### src/rtl/cp0_pkg.sv
// Shared CP0 definitions: register addresses, exception codes, status/cause field positions.
// Build option: CP0_PRID_EN adds the read-only PRId register at address 15.
package cp0_pkg;

  localparam logic [4:0] ADDR_SR    = 5'd12;
  localparam logic [4:0] ADDR_CAUSE = 5'd13;
  localparam logic [4:0] ADDR_EPC   = 5'd14;
  localparam logic [4:0] ADDR_PRID  = 5'd15;

  typedef enum logic [4:0] {
    EXC_INT     = 5'd0,
    EXC_ADEL    = 5'd4,
    EXC_ADES    = 5'd5,
    EXC_SYSCALL = 5'd8,
    EXC_RI      = 5'd10,
    EXC_OV      = 5'd12
  } exc_code_e;

  localparam int IM_LSB      = 10;
  localparam int IM_MSB      = 15;
  localparam int IP_LSB      = 10;
  localparam int IP_MSB      = 15;
  localparam int EXL_BIT     = 1;
  localparam int IE_BIT      = 0;
  localparam int BD_BIT      = 31;
  localparam int EXCCODE_LSB = 2;
  localparam int EXCCODE_MSB = 6;

  localparam logic [31:0] HANDLER_PC = 32'h0000_4180;
  localparam logic [31:0] PRID_VALUE = 32'h4255_4141;

  function automatic logic [31:0] pack_sr(input logic [5:0] im, input logic exl,
                                          input logic ie);
    logic [31:0] r;
    r = '0;
    r[IM_MSB:IM_LSB] = im;
    r[EXL_BIT]       = exl;
    r[IE_BIT]        = ie;
    return r;
  endfunction

  function automatic logic [31:0] pack_cause(input logic bd, input logic [5:0] ip,
                                             input logic [4:0] code);
    logic [31:0] r;
    r = '0;
    r[BD_BIT]                  = bd;
    r[IP_MSB:IP_LSB]           = ip;
    r[EXCCODE_MSB:EXCCODE_LSB] = code;
    return r;
  endfunction

endpackage

### src/rtl/cp0_req.sv
// Combinational interrupt/exception request logic; interrupts take priority over exceptions.
module cp0_req
  import cp0_pkg::*;
(
  input  logic       ie_i,
  input  logic       exl_i,
  input  logic [5:0] im_i,
  input  logic [5:0] hw_int_i,
  input  logic [4:0] exc_code_i,
  output logic       int_req_o,
  output logic       exc_req_o,
  output logic       req_o
);

  assign int_req_o = ie_i & ~exl_i & (|(hw_int_i & im_i));
  assign exc_req_o = ~exl_i & (exc_code_i != EXC_INT);
  assign req_o     = int_req_o | exc_req_o;

endmodule

### src/rtl/cp0.sv
// Coprocessor 0: SR/Cause/EPC registers, exception entry and mtc0/mfc0 access.
// Build option: CP0_PRID_EN makes address 15 read the PRId constant; otherwise it reads 0.
module cp0
  import cp0_pkg::*;
(
  input  logic        clk,
  input  logic        reset,
  input  logic        en,
  input  logic [4:0]  cp0_addr,
  input  logic [31:0] cp0_wdata,
  output logic [31:0] cp0_rdata,
  input  logic [31:0] vpc,
  input  logic        bd_in,
  input  logic [4:0]  exc_code_in,
  input  logic [5:0]  hw_int,
  input  logic        exl_clr,
  output logic        req,
  output logic [31:0] epc_out
);

  logic [5:0]  im_q, im_d;
  logic        exl_q, exl_d;
  logic        ie_q, ie_d;
  logic        bd_q, bd_d;
  logic [5:0]  ip_q, ip_d;
  logic [4:0]  exc_code_q, exc_code_d;
  logic [31:0] epc_q, epc_d;

  logic        int_req, exc_req;
  logic        wr_sr, wr_epc;
  logic [31:0] epc_raw, exc_epc;

  cp0_req u_req (
    .ie_i       (ie_q),
    .exl_i      (exl_q),
    .im_i       (im_q),
    .hw_int_i   (hw_int),
    .exc_code_i (exc_code_in),
    .int_req_o  (int_req),
    .exc_req_o  (exc_req),
    .req_o      (req)
  );

  assign wr_sr   = en & ~req & (cp0_addr == ADDR_SR);
  assign wr_epc  = en & ~req & (cp0_addr == ADDR_EPC);
  // A delay-slot instruction restarts at its branch, one word earlier.
  assign epc_raw = bd_in ? (vpc - 32'd4) : vpc;
  assign exc_epc = epc_raw & ~32'd3;

  always_comb begin
    im_d       = im_q;
    exl_d      = exl_q;
    ie_d       = ie_q;
    bd_d       = bd_q;
    ip_d       = hw_int;
    exc_code_d = exc_code_q;
    epc_d      = epc_q;
    if (req) begin
      exl_d      = 1'b1;
      exc_code_d = int_req ? EXC_INT : exc_code_in;
      bd_d       = bd_in;
      epc_d      = exc_epc;
    end else begin
      if (wr_sr) begin
        im_d  = cp0_wdata[IM_MSB:IM_LSB];
        exl_d = cp0_wdata[EXL_BIT];
        ie_d  = cp0_wdata[IE_BIT];
      end
      if (wr_epc) begin
        epc_d = cp0_wdata & ~32'd3;
      end
      // eret wins over a concurrent SR write for the EXL bit only.
      if (exl_clr) begin
        exl_d = 1'b0;
      end
    end
  end

  always_ff @(posedge clk) begin
    if (!reset) begin
      im_q       <= '0;
      exl_q      <= 1'b0;
      ie_q       <= 1'b0;
      bd_q       <= 1'b0;
      ip_q       <= '0;
      exc_code_q <= '0;
      epc_q      <= '0;
    end else begin
      im_q       <= im_d;
      exl_q      <= exl_d;
      ie_q       <= ie_d;
      bd_q       <= bd_d;
      ip_q       <= ip_d;
      exc_code_q <= exc_code_d;
      epc_q      <= epc_d;
    end
  end

  always_comb begin
    cp0_rdata = '0;
    case (cp0_addr)
      ADDR_SR:    cp0_rdata = pack_sr(im_q, exl_q, ie_q);
      ADDR_CAUSE: cp0_rdata = pack_cause(bd_q, ip_q, exc_code_q);
      ADDR_EPC:   cp0_rdata = epc_q;
`ifdef CP0_PRID_EN
      ADDR_PRID:  cp0_rdata = PRID_VALUE;
`endif
      default:    cp0_rdata = '0;
    endcase
  end

  assign epc_out = wr_epc ? cp0_wdata : epc_q;

endmodule
### config.mk
export PLATFORM = sky130hd
export DESIGN_NAME = cp0
export DESIGN_NICKNAME = d
export VERILOG_FILES = /design/src/rtl/cp0_pkg.sv /design/src/rtl/cp0_req.sv /design/src/rtl/cp0.sv
export SDC_FILE = /design/constraint.sdc
export NUM_CORES = 1
export LEC_CHECK = 0
export ABC_CLOCK_PERIOD_IN_PS = 3000
export BUFFER_PORTS_ARGS = -buffer_cell sky130_fd_sc_hd__buf_2
export CELL_PAD_IN_SITES_DETAIL_PLACEMENT = 1
export CELL_PAD_IN_SITES_GLOBAL_PLACEMENT = 2
export CORE_UTILIZATION = 26
export CTS_CLUSTER_SIZE = 8
export DETAILED_ROUTE_END_ITERATION = 8
export PLACE_DENSITY = 0.79
export SLEW_MARGIN = 20
export SYNTH_ARGS = -nofsm -noshare
export SYNTH_HDL_FRONTEND = slang
export SYNTH_SLANG_ARGS = --single-unit
export TNS_END_PERCENT = 20
### constraint.sdc
create_clock -name clk -period 3 [get_ports clk]
set_input_delay 0.6 -clock clk [delete_from_list [all_inputs] [get_ports clk]]
set_output_delay 0.6 -clock clk [all_outputs]
set_load 0.1 [all_outputs]
* Word level (Yosys, flattened, before mapping) *
Cells that the tools add are included.

word-level totals
  register bits after elaboration = 50
  latch bits = 0
  bits in writable memories = 0
  memory bits (read-only) = 0
  input port bits = 85
  output and inout port bits = 65
  word-level logic and storage cells = 35
  memories = 0

operators by class
  add/subtract/negate cells = 1
  multiply operators = 0
  div/mod/pow operators = 0
  $lt $le $gt $ge = 0
  equality and inequality tests = 3
  shift-type cells = 0
  multiplexer cells = 9
  bitwise logic cells = 10
  reduce and logical (&&, ||, !) cells = 5

operators by type and width
  cell                                                                  count
  32-bit two-way mux                                                    4
  32-bit one-hot mux with 3 select lines                                1
  32-bit by 3-bit subtractor with 32-bit output, second input constant  1
  5-bit by 4-bit == test with 1-bit output, second input constant       3
  1-bit AND                                                             6
  6-bit AND                                                             1
  6-bit OR reduction                                                    1
  5-bit two-way mux                                                     1
  5-bit nonzero test                                                    1
  1-bit two-way mux                                                     3
  3-bit nonzero test                                                    1
  1-bit inverter                                                        2
  2-bit AND reduction                                                   1
  2-bit nonzero test                                                    1
  1-bit bitwise OR                                                      1

* Logic depth before layout (Yosys ltp) *
Gate-level depths: netlist (run 1).

  word-level depth = 10
  mapped depth = 8
  gate-level depth less buffers = 7

* Cells and area by module *
From an unflattened synthesis (run 1), not the netlist that was laid out.

unflattened totals
  cells, all modules = 385
  area total of the unflattened synthesis = 3238.1 um^2

modules (own cells, without submodules)
  module   instances  cells each  area an instance (um^2)
  cp0      1          376         3161.8
  cp0_req  1          9           76.3

* Worst setup path after synthesis (run 1) *
No wires, ideal clock.

  kind = input to output
  from = in cp0_addr[0]
  to = out cp0_rdata[10]
  data arrival time = 2.523 ns
  slack = -0.123 ns
  cell stages on the path = 4
  cell sequence = clkbuf_1 > nor2b_1 > a21oi_1 > nor2_1

between the ends
  cells in the longest elaborated chain, start to end = 2
  elaborated cells between the ends (all ways) = 4
  those cells by class = 3 x eq/ne; 1 x mux

RTL lines
  item                                      RTL line    RTL
  from (decl)                               cp0.sv:9    input logic [4:0] cp0_addr,
  5-bit by 4-bit == test with 1-bit output  cp0.sv:101  case (cp0_addr)
  32-bit one-hot mux with 3 select lines *  cp0.sv:101
  to (decl)                                 cp0.sv:11   output logic [31:0] cp0_rdata,

Every way passes the cells marked *; elsewhere a longest branch is shown, timed or not.

* Worst setup path in the final report (run 1) *
  from = in hw_int[1]
  to = out epc_out[2]

between the ends
  cells in the longest elaborated chain, start to end = 8

RTL lines
  item                      RTL line       RTL
  from (decl)               cp0.sv:15      input logic [5:0] hw_int,
  6-bit AND                 cp0_req.sv:15  assign int_req_o = ie_i & ~exl_i & (|(hw_int_i & im_i));
  6-bit OR reduction        cp0_req.sv:15
  1-bit AND                 cp0_req.sv:15
  1-bit bitwise OR          cp0_req.sv:17  assign req_o = int_req_o | exc_req_o;
  1-bit inverter (no line)  --
  1-bit AND (2 in series)   cp0.sv:45      assign wr_epc = en & ~req & (cp0_addr == ADDR_EPC);
  32-bit two-way mux        cp0.sv:112     assign epc_out = wr_epc ? cp0_wdata : epc_q;
  to (decl)                 cp0.sv:18      output logic [31:0] epc_out

No other way between the ends.

==> run summary, run 1 <==
WHS Endpoint - bd_q$_SDFFE_PN0N_
library cells used by synthesis - 48
Fmax achieved - 0.345 GHz
yosys warns - 0
Layout area overhead - 53.6%
largest net degree at the start of global routing - 42
Post-Syn Area per Cell - 8.26 sq um
setup bufs post-CTS - 0
routability cong. - 0.786
VDD IR max - 0.195 mV
Setup CP Type - in2out
Cell Area, Synth - 3490 sq um
most common cell in the netlist - dfxtp_1
Nets - 651
Max Cap Viol - 0
WHS Path Cells - 2
CTS buffer count - 5
top-area cell type share of the netlist area - 28.6%
leakage - 2.33 nW
post-route cell area - 5370 sq um
Initial Util - 27.1%
Crit Reg-Reg Endpoint - epc_q[10]$_SDFFE_PN0P_
Die X - 118 um
CP Launch Type - primary input
Final setup violation count - 0
WL/cell - 16.9 um
Filler cells - 1509
top cell type by total area after synthesis - dfxtp_1
share of layout cells above drive strength 1 - 37.6%
DP Cell Count - 730
most frequent cells after synthesis - 50 x dfxtp_1, 40 x nand2_1, 40 x nand3_1
WP data arrival - 2.30 ns
Hold Startpoint - bd_q$_SDFFE_PN0N_
Pwr Total - 2.22 mW
chip height - 118 um
non-filler instance count after layout - 738
clock sink count - 50
n_diodes - 0
syn_nets - 509
worst slew pin tran - 0.564 ns
row count - 41
pwr dens - 414 nW/um^2
EDFF count, synth - 0
placed inst area - 5100 sq um
Post-synth ARST share - 0%
Clock Skew - 0.00577 ns
RSZ-0062 raised after global routing - false
Worst R2R Start - im_q[1]$_SDFFE_PN0P_
initial antenna violation count - 1
remaining antenna violation count - 0
Total GRT Usage - 17.9%
final worst path period need - 2.90 ns
DRC - 0
Min-Delay Path Class - reg2reg
post-synthesis sequential area ratio - 28.6%
clock latency on the worst-skew pair - 0.29 ns
clock root cell - clkbuf_16
final-report max-slew violation count - 0
Post-Synthesis Cells - 423
first-pass GRT wire length - 20000 um
post-DR vias/cell - 4.83
reg-to-reg slack, setup - 1.03 ns
Clock Pin Slew Worst Setup and Hold Paths - 0.07 ns
clk buf depth - 2
Period Utilization, post-route - 96.7%
Synth area leaders - dfxtp_1 29%, mux2_1 10%, xnor2_1 5.8%
post-DP HPWL - 9880 um
status - finished clean
crit-path max FO - 16
Worst EP required - 2.40 ns
H-tree depth - 2
via count - 3566
register bit total from synthesis - 50
CTS tree - yes
CTS Hold Buffers Added - 0
slew margin rel. - 62.0%
setup_tns - 0 ns
Ports - 150
1st-pass router iterations - 4
final wirelength - 12500 um
number of global-route vias before repair - 3785
Iter 0 DRT Violations - 143
R2R cell count - 7
Die Area - 13900 sq um
Setup crit end kind - output port
Port-buffer cells - 147
Fin. Hold Viols - 0
Main synth FF type - dfxtp_1
area of the core - 12900 sq um
global route total overflow - 0
==> worst max path at each step <==
stage	from	end	slack (ns)	cells past startpoint
4_1_cts	hw_int[1]	epc_out[22]	-0.0009	9
5_1_grt	hw_int[1]	epc_out[2]	0.01	9
6_report	hw_int[1]	epc_out[2]	0.1	9
3_5_place_dp	hw_int[1]	epc_out[19]	-0.02	9
2_1_floorplan	cp0_addr[0]	cp0_rdata[12]	-0.12	4
3_3_place_gp	hw_int[1]	epc_out[19]	-0.01	9
==> repair_timing <==
action | in CTS | in global routing
cloned | 0 | 0
gates resized for setup | 11 | 30
pin swaps | 0 | 2
endpoints found under the setup margin | 12 | 29
==> through the flow <==
stage / setup slack [ns] / utilization [%] / hold slack [ns]
6_report: 0.0987 / 41.7 / 0.461
5_1_grt: 0.0120 / 41.7 / 0.481
4_1_cts: -0.000876 / 41.1 / 0.466
3_5_place_dp: -0.0193 / 39.6 / 0.456
3_3_place_gp: -0.0145 / 39.6 / 0.443
2_1_floorplan: -0.123 / - / 0.430
==> worst max-delay path: stages <==
cell and delay, ns:
buf_2 0.10, a22oi_1 0.22, a311o_1 0.25, nor2b_4 0.17, inv_2 0.05, nor2_4 0.15
buf_12 0.18, mux2_1 0.38, buf_12 0.18
==> where the power goes <==
part / internal [mW] / switching [mW] / total [mW]
Combinational: 0.275 / 0.532 / 0.807
Sequential: 0.714 / 0.0370 / 0.751
Clock: 0.394 / 0.272 / 0.666
Total: 1.38 / 0.841 / 2.22
==> logic make-up after synthesis <==
logic type | count (synthesis) | share of synthesized area (%)
buf+inv | 33 | 4.01
flops | 50 | 28.6
simple gates | 190 | 30.7
mux | 57 | 17.9
compound gates | 64 | 11.3
xor+xnor | 28 | 7.02
fa+ha+maj | 1 | 0.358
==> flip-flops by register name (all words and copies together) (netlist names) <==
register,cells
epc_q,30
im_q,6
ip_q,6
exc_code_q,5
bd_q,1
exl_q,1
ie_q,1
==> cells in the final DEF, fill, tap and decap left out, types with 3 or more instances in the layout <==
| master | synthesis | layout |
|---|---|---|
| buf_6 | 1 | 15 |
| nand3_1 | 40 | 40 |
| clkbuf_16 | 0 | 5 |
| mux2_1 | 31 | 27 |
| o21ai_0 | 10 | 10 |
| xnor2_1 | 23 | 23 |
| nor3_1 | 7 | 7 |
| xor2_1 | 5 | 5 |
| buf_4 | 0 | 17 |
| nor2b_1 | 4 | 3 |
| nor4_1 | 4 | 4 |
| mux2_2 | 14 | 18 |
| and2_2 | 0 | 3 |
| a21oi_1 | 21 | 21 |
| inv_1 | 3 | 3 |
| and2_1 | 27 | 24 |
| o211a_1 | 6 | 6 |
| a22o_1 | 6 | 6 |
| nor4_2 | 4 | 4 |
| buf_12 | 0 | 42 |
| o21ai_1 | 14 | 14 |
| buf_2 | 7 | 90 |
| dfxtp_1 | 50 | 50 |
| nor2_1 | 28 | 26 |
| or4_1 | 3 | 3 |
| a22oi_1 | 3 | 3 |
| and3_1 | 11 | 11 |
| nand2_1 | 40 | 40 |
| mux2i_1 | 12 | 12 |
==> metal layers <==
layer	global-route usage, %	up-vias	share of wire (%)
met5	0	-	0
met4	4.01	0	1.1
met3	3.88	8	5.0
met2	31.1	86	48
met1	22.4	1686	45
li1	-	1786	-
==> cell type report <==
cell class	count	area [sq um]	area share [%]
clock buffer	5	125	2.33
clock inverter	3	45.0	0.839
inverter	4	15.0	0.280
multi-input combinational	340	2380	44.3
sequential	50	1000	18.6
tap	172	215	4.01
timing repair buffer	164	1590	29.6
Power figures use the tool's default switching activity.
==> inputs of run 2 (changes only) <==
ABC_AREA = 1   (was default)
CORE_UTILIZATION = 24   (was 26)
PLACE_DENSITY = 0.8   (was 0.79)
==> run summary, run 2 <==
CTS buffer count - 5 (unchanged)
final-report max-slew violation count - 0 (unchanged)
Setup CP Type - in2out
final worst path period need - 2.78 ns (-0.125 ns)
H-tree depth - 2 (unchanged)
largest net degree at the start of global routing - 45 (+7.1%)
register bit total from synthesis - 50 (unchanged)
number of global-route vias before repair - 4766 (+26%)
Post-Syn Area per Cell - 5.66 sq um (-31%)
clock power share - 25.9% (-4.0 points)
clock sink count - 50 (unchanged)
setup_tns - 0 ns (unchanged)
Cell Area, Synth - 3850 sq um (+10%)
Setup crit end kind - output port
initial antenna violation count - 2 (+1)
chip height - 129 um (+9.2%)
top-area cell type share of the netlist area - 26.0% (-2.7 points)
Port-buffer cells - 147 (unchanged)
Sw Pwr - 0.906 mW (+7.7%)
Iter 0 DRT Violations - 171 (+20%)
most common cell in the netlist - nand2_1
Ports - 150 (unchanged)
slew margin rel. - 51.8% (-10 points)
worst slew pin tran - 0.722 ns (+0.157 ns)
DP Worst Slack - 0.163 ns (+0.182 ns)
Min-Delay Path Class - reg2reg
post-DR vias/cell - 4.57 (-5.3%)
final wirelength - 15500 um (+24%)
combinational share of power - 40.6% (+4.3 points)
CP Launch Type - primary input
Sw Ratio - 40.7% (+2.8 points)
status - finished clean
Die X - 129 um (+9.2%)
1st-pass router iterations - 6 (+2)
clock root cell - clkbuf_16
Largest regs - epc_q: 30 flops, im_q: 6 flops, ip_q: 6 flops
crit-path max FO - 44 (+28)
pwr dens - 386 nW/um^2 (-6.9%)
top cell type by total area after synthesis - dfxtp_1
share of layout cells above drive strength 1 - 22.6% (-15 points)
largest reg by FF count - epc_q
Filler cells - 2036 (+35%)
Worst EP required - 2.40 ns (about the same)
library cells used by synthesis - 29 (-40%)
most frequent cells after synthesis - 215 x nand2_1, 93 x inv_1, 91 x nor2_1
placed inst area - 5640 sq um (+11%)
Max Cap Viol - 0 (unchanged)
RSZ-0062 raised after global routing - false
n_diodes - 0 (unchanged)
Layout area overhead - 49.9%
Worst R2R Start - im_q[5]$_SDFFE_PN0P_
max reg flops - 30 (unchanged)
EDFF count, synth - 0 (unchanged)
Hold Startpoint - exc_code_q[1]$_SDFFE_PN0N_
critical path launch point - hw_int[5]
Period Utilization, post-route - 92.5% (-4.2 points)
post-synthesis sequential area ratio - 26.0% (-2.7 points)
row count - 45 (+9.8%)
clock latency on the worst-skew pair - 0.30 ns (about the same)
Initial Util - 25.0% (-2.2 points)
via count - 4707 (+32%)
syn_nets - 767 (+51%)
Main synth FF type - dfxtp_1
Die Area - 16600 sq um (+19%)
Int Power - 1.32 mW (-4.4%)
# resized after CTS - 0 (-11)
Pwr Total - 2.23 mW (+0.18%)
Reg area - 1000 sq um (unchanged)
CTS Hold Buffers Added - 0 (unchanged)
Nets - 903 (+39%)
commonest non-fill, non-tap cells in the layout - 215 x nand2_1, 93 x inv_1, 92 x buf_2
area taken by multi-input logic gates - 2350 sq um (-1.2%)
Reg power frac - 33.5% (-0.3 points)
WP data arrival - 2.18 ns (-0.12 ns)
Post-synth ARST share - 0% (unchanged)
CTS tree - yes
global route total overflow - 0 (unchanged)
VDD IR max - 0.202 mV (+3.7%)
Post-Synthesis Cells - 681 (+61%)
remaining antenna violation count - 0 (unchanged)
Clock Pin Slew Worst Setup and Hold Paths - 0.06 ns (about the same)
setup bufs post-CTS - 0 (unchanged)
leakage - 2.76 nW (+18%)
Total GRT Usage - 18.9% (+1.0 points)
most common cell after layout, fill and taps aside - nand2_1
setup ws final - 0.224 ns (+0.125 ns)
clk buf depth - 2 (unchanged)
DRC - 0 (unchanged)
Fmax achieved - 0.360 GHz (+4.5%)
Synth area leaders - dfxtp_1 26%, nand2_1 21%, inv_1 9.1%
routability cong. - 0.829 (+5.6%)
post-route cell area - 5780 sq um (+7.6%)
Final setup violation count - 0 (unchanged)
yosys warns - 0 (unchanged)
post-DP HPWL - 12500 um (+26%)
first-pass GRT wire length - 24400 um (+22%)
Clock Skew - 0.00893 ns (+0.00316 ns)
area of the core - 15400 sq um (+20%)
WL/cell - 15.0 um (-11%)
Fin. Hold Viols - 0 (unchanged)
[run 2: cell types whose count changed after synthesis, sizes merged, moves of 11 or more]
cell,delta
a21oi,+24
inv,+94
o21ai,+14
mux2,-45
and2,-25
and3,-11
nand2,+178
xnor2,-19
o31ai,+15
nor2,+62
mux2i,-12
nand3,+20
[run 2: worst paths after layout]
| check | to | slack (ns) | cells past startpoint |
|---|---|---|---|
| worst max-delay path | epc_out[13] | 0.22 | 10 |
| worst max register to register | epc_q[22]$_SDFFE_PN0P_ | 0.96 | 11 |
| worst min-delay path | exc_code_q[1]$_SDFFE_PN0N_ | 0.47 | 2 |
| worst min register to register | exc_code_q[1]$_SDFFE_PN0N_ | 0.47 | 2 |
[run 2: metal layers]
layer,vias to the layer above,track usage (%),wire length (um)
met3,17,4.78,862
met2,107,33.7,7530
met5,-,0,23
met4,4,4.08,214
li1,2419,-,-
met1,2160,22.9,6850
[run 2: final cells by class]
| type | instances | area share (%) |
|---|---|---|
| Tap cell | 211 | 4.57 |
| Timing Repair Buffer | 157 | 28.5 |
| Multi-Input combinational cell | 505 | 40.7 |
| Clock inverter | 2 | 0.238 |
| Clock buffer | 6 | 2.23 |
| Inverter | 98 | 6.41 |
| Sequential cell | 50 | 17.3 |
[run 2: logic make-up after synthesis]
family	count (synthesis)	synth area share, %
AOI/OAI and AO/OA	106	15.2
xor gates and xnor gates	13	2.95
adders and majority gates	1	0.325
buffers and inverters	126	13.9
DFF	50	26.0
and+or+nand+nor	385	41.6
[run 2: stage by stage]
step | hold WS, ns | utilization, % | instances
2_1_floorplan | 0.441 | - | 681
3_3_place_gp | 0.453 | 36.5 | 1021
3_5_place_dp | 0.457 | 36.5 | 1021
4_1_cts | 0.468 | 37.5 | 1029
5_1_grt | 0.483 | 37.5 | 1029
6_report | 0.468 | 37.5 | 1029
[run 2: power groups by stage]
stage          registers (mW)  clock network, mW  logic [mW]
3_3_place_gp            0.760                  0       0.898
3_5_place_dp            0.762                  0       0.912
2_1_floorplan           0.751                  0       0.576
4_1_cts                 0.747              0.594       0.915
6_report                0.747              0.576       0.905
5_1_grt                 0.753              0.621       0.971
[run 2: worst max-delay path, stage by stage]
cell	delay, ns
buf_2	0.11
nand2_1	0.07
nand2_1	0.06
nor2_1	0.13
nand3_1	0.09
nand2_1	0.15
nand4_4	0.12
buf_4	0.30
o21ai_1	0.31
buf_12	0.22
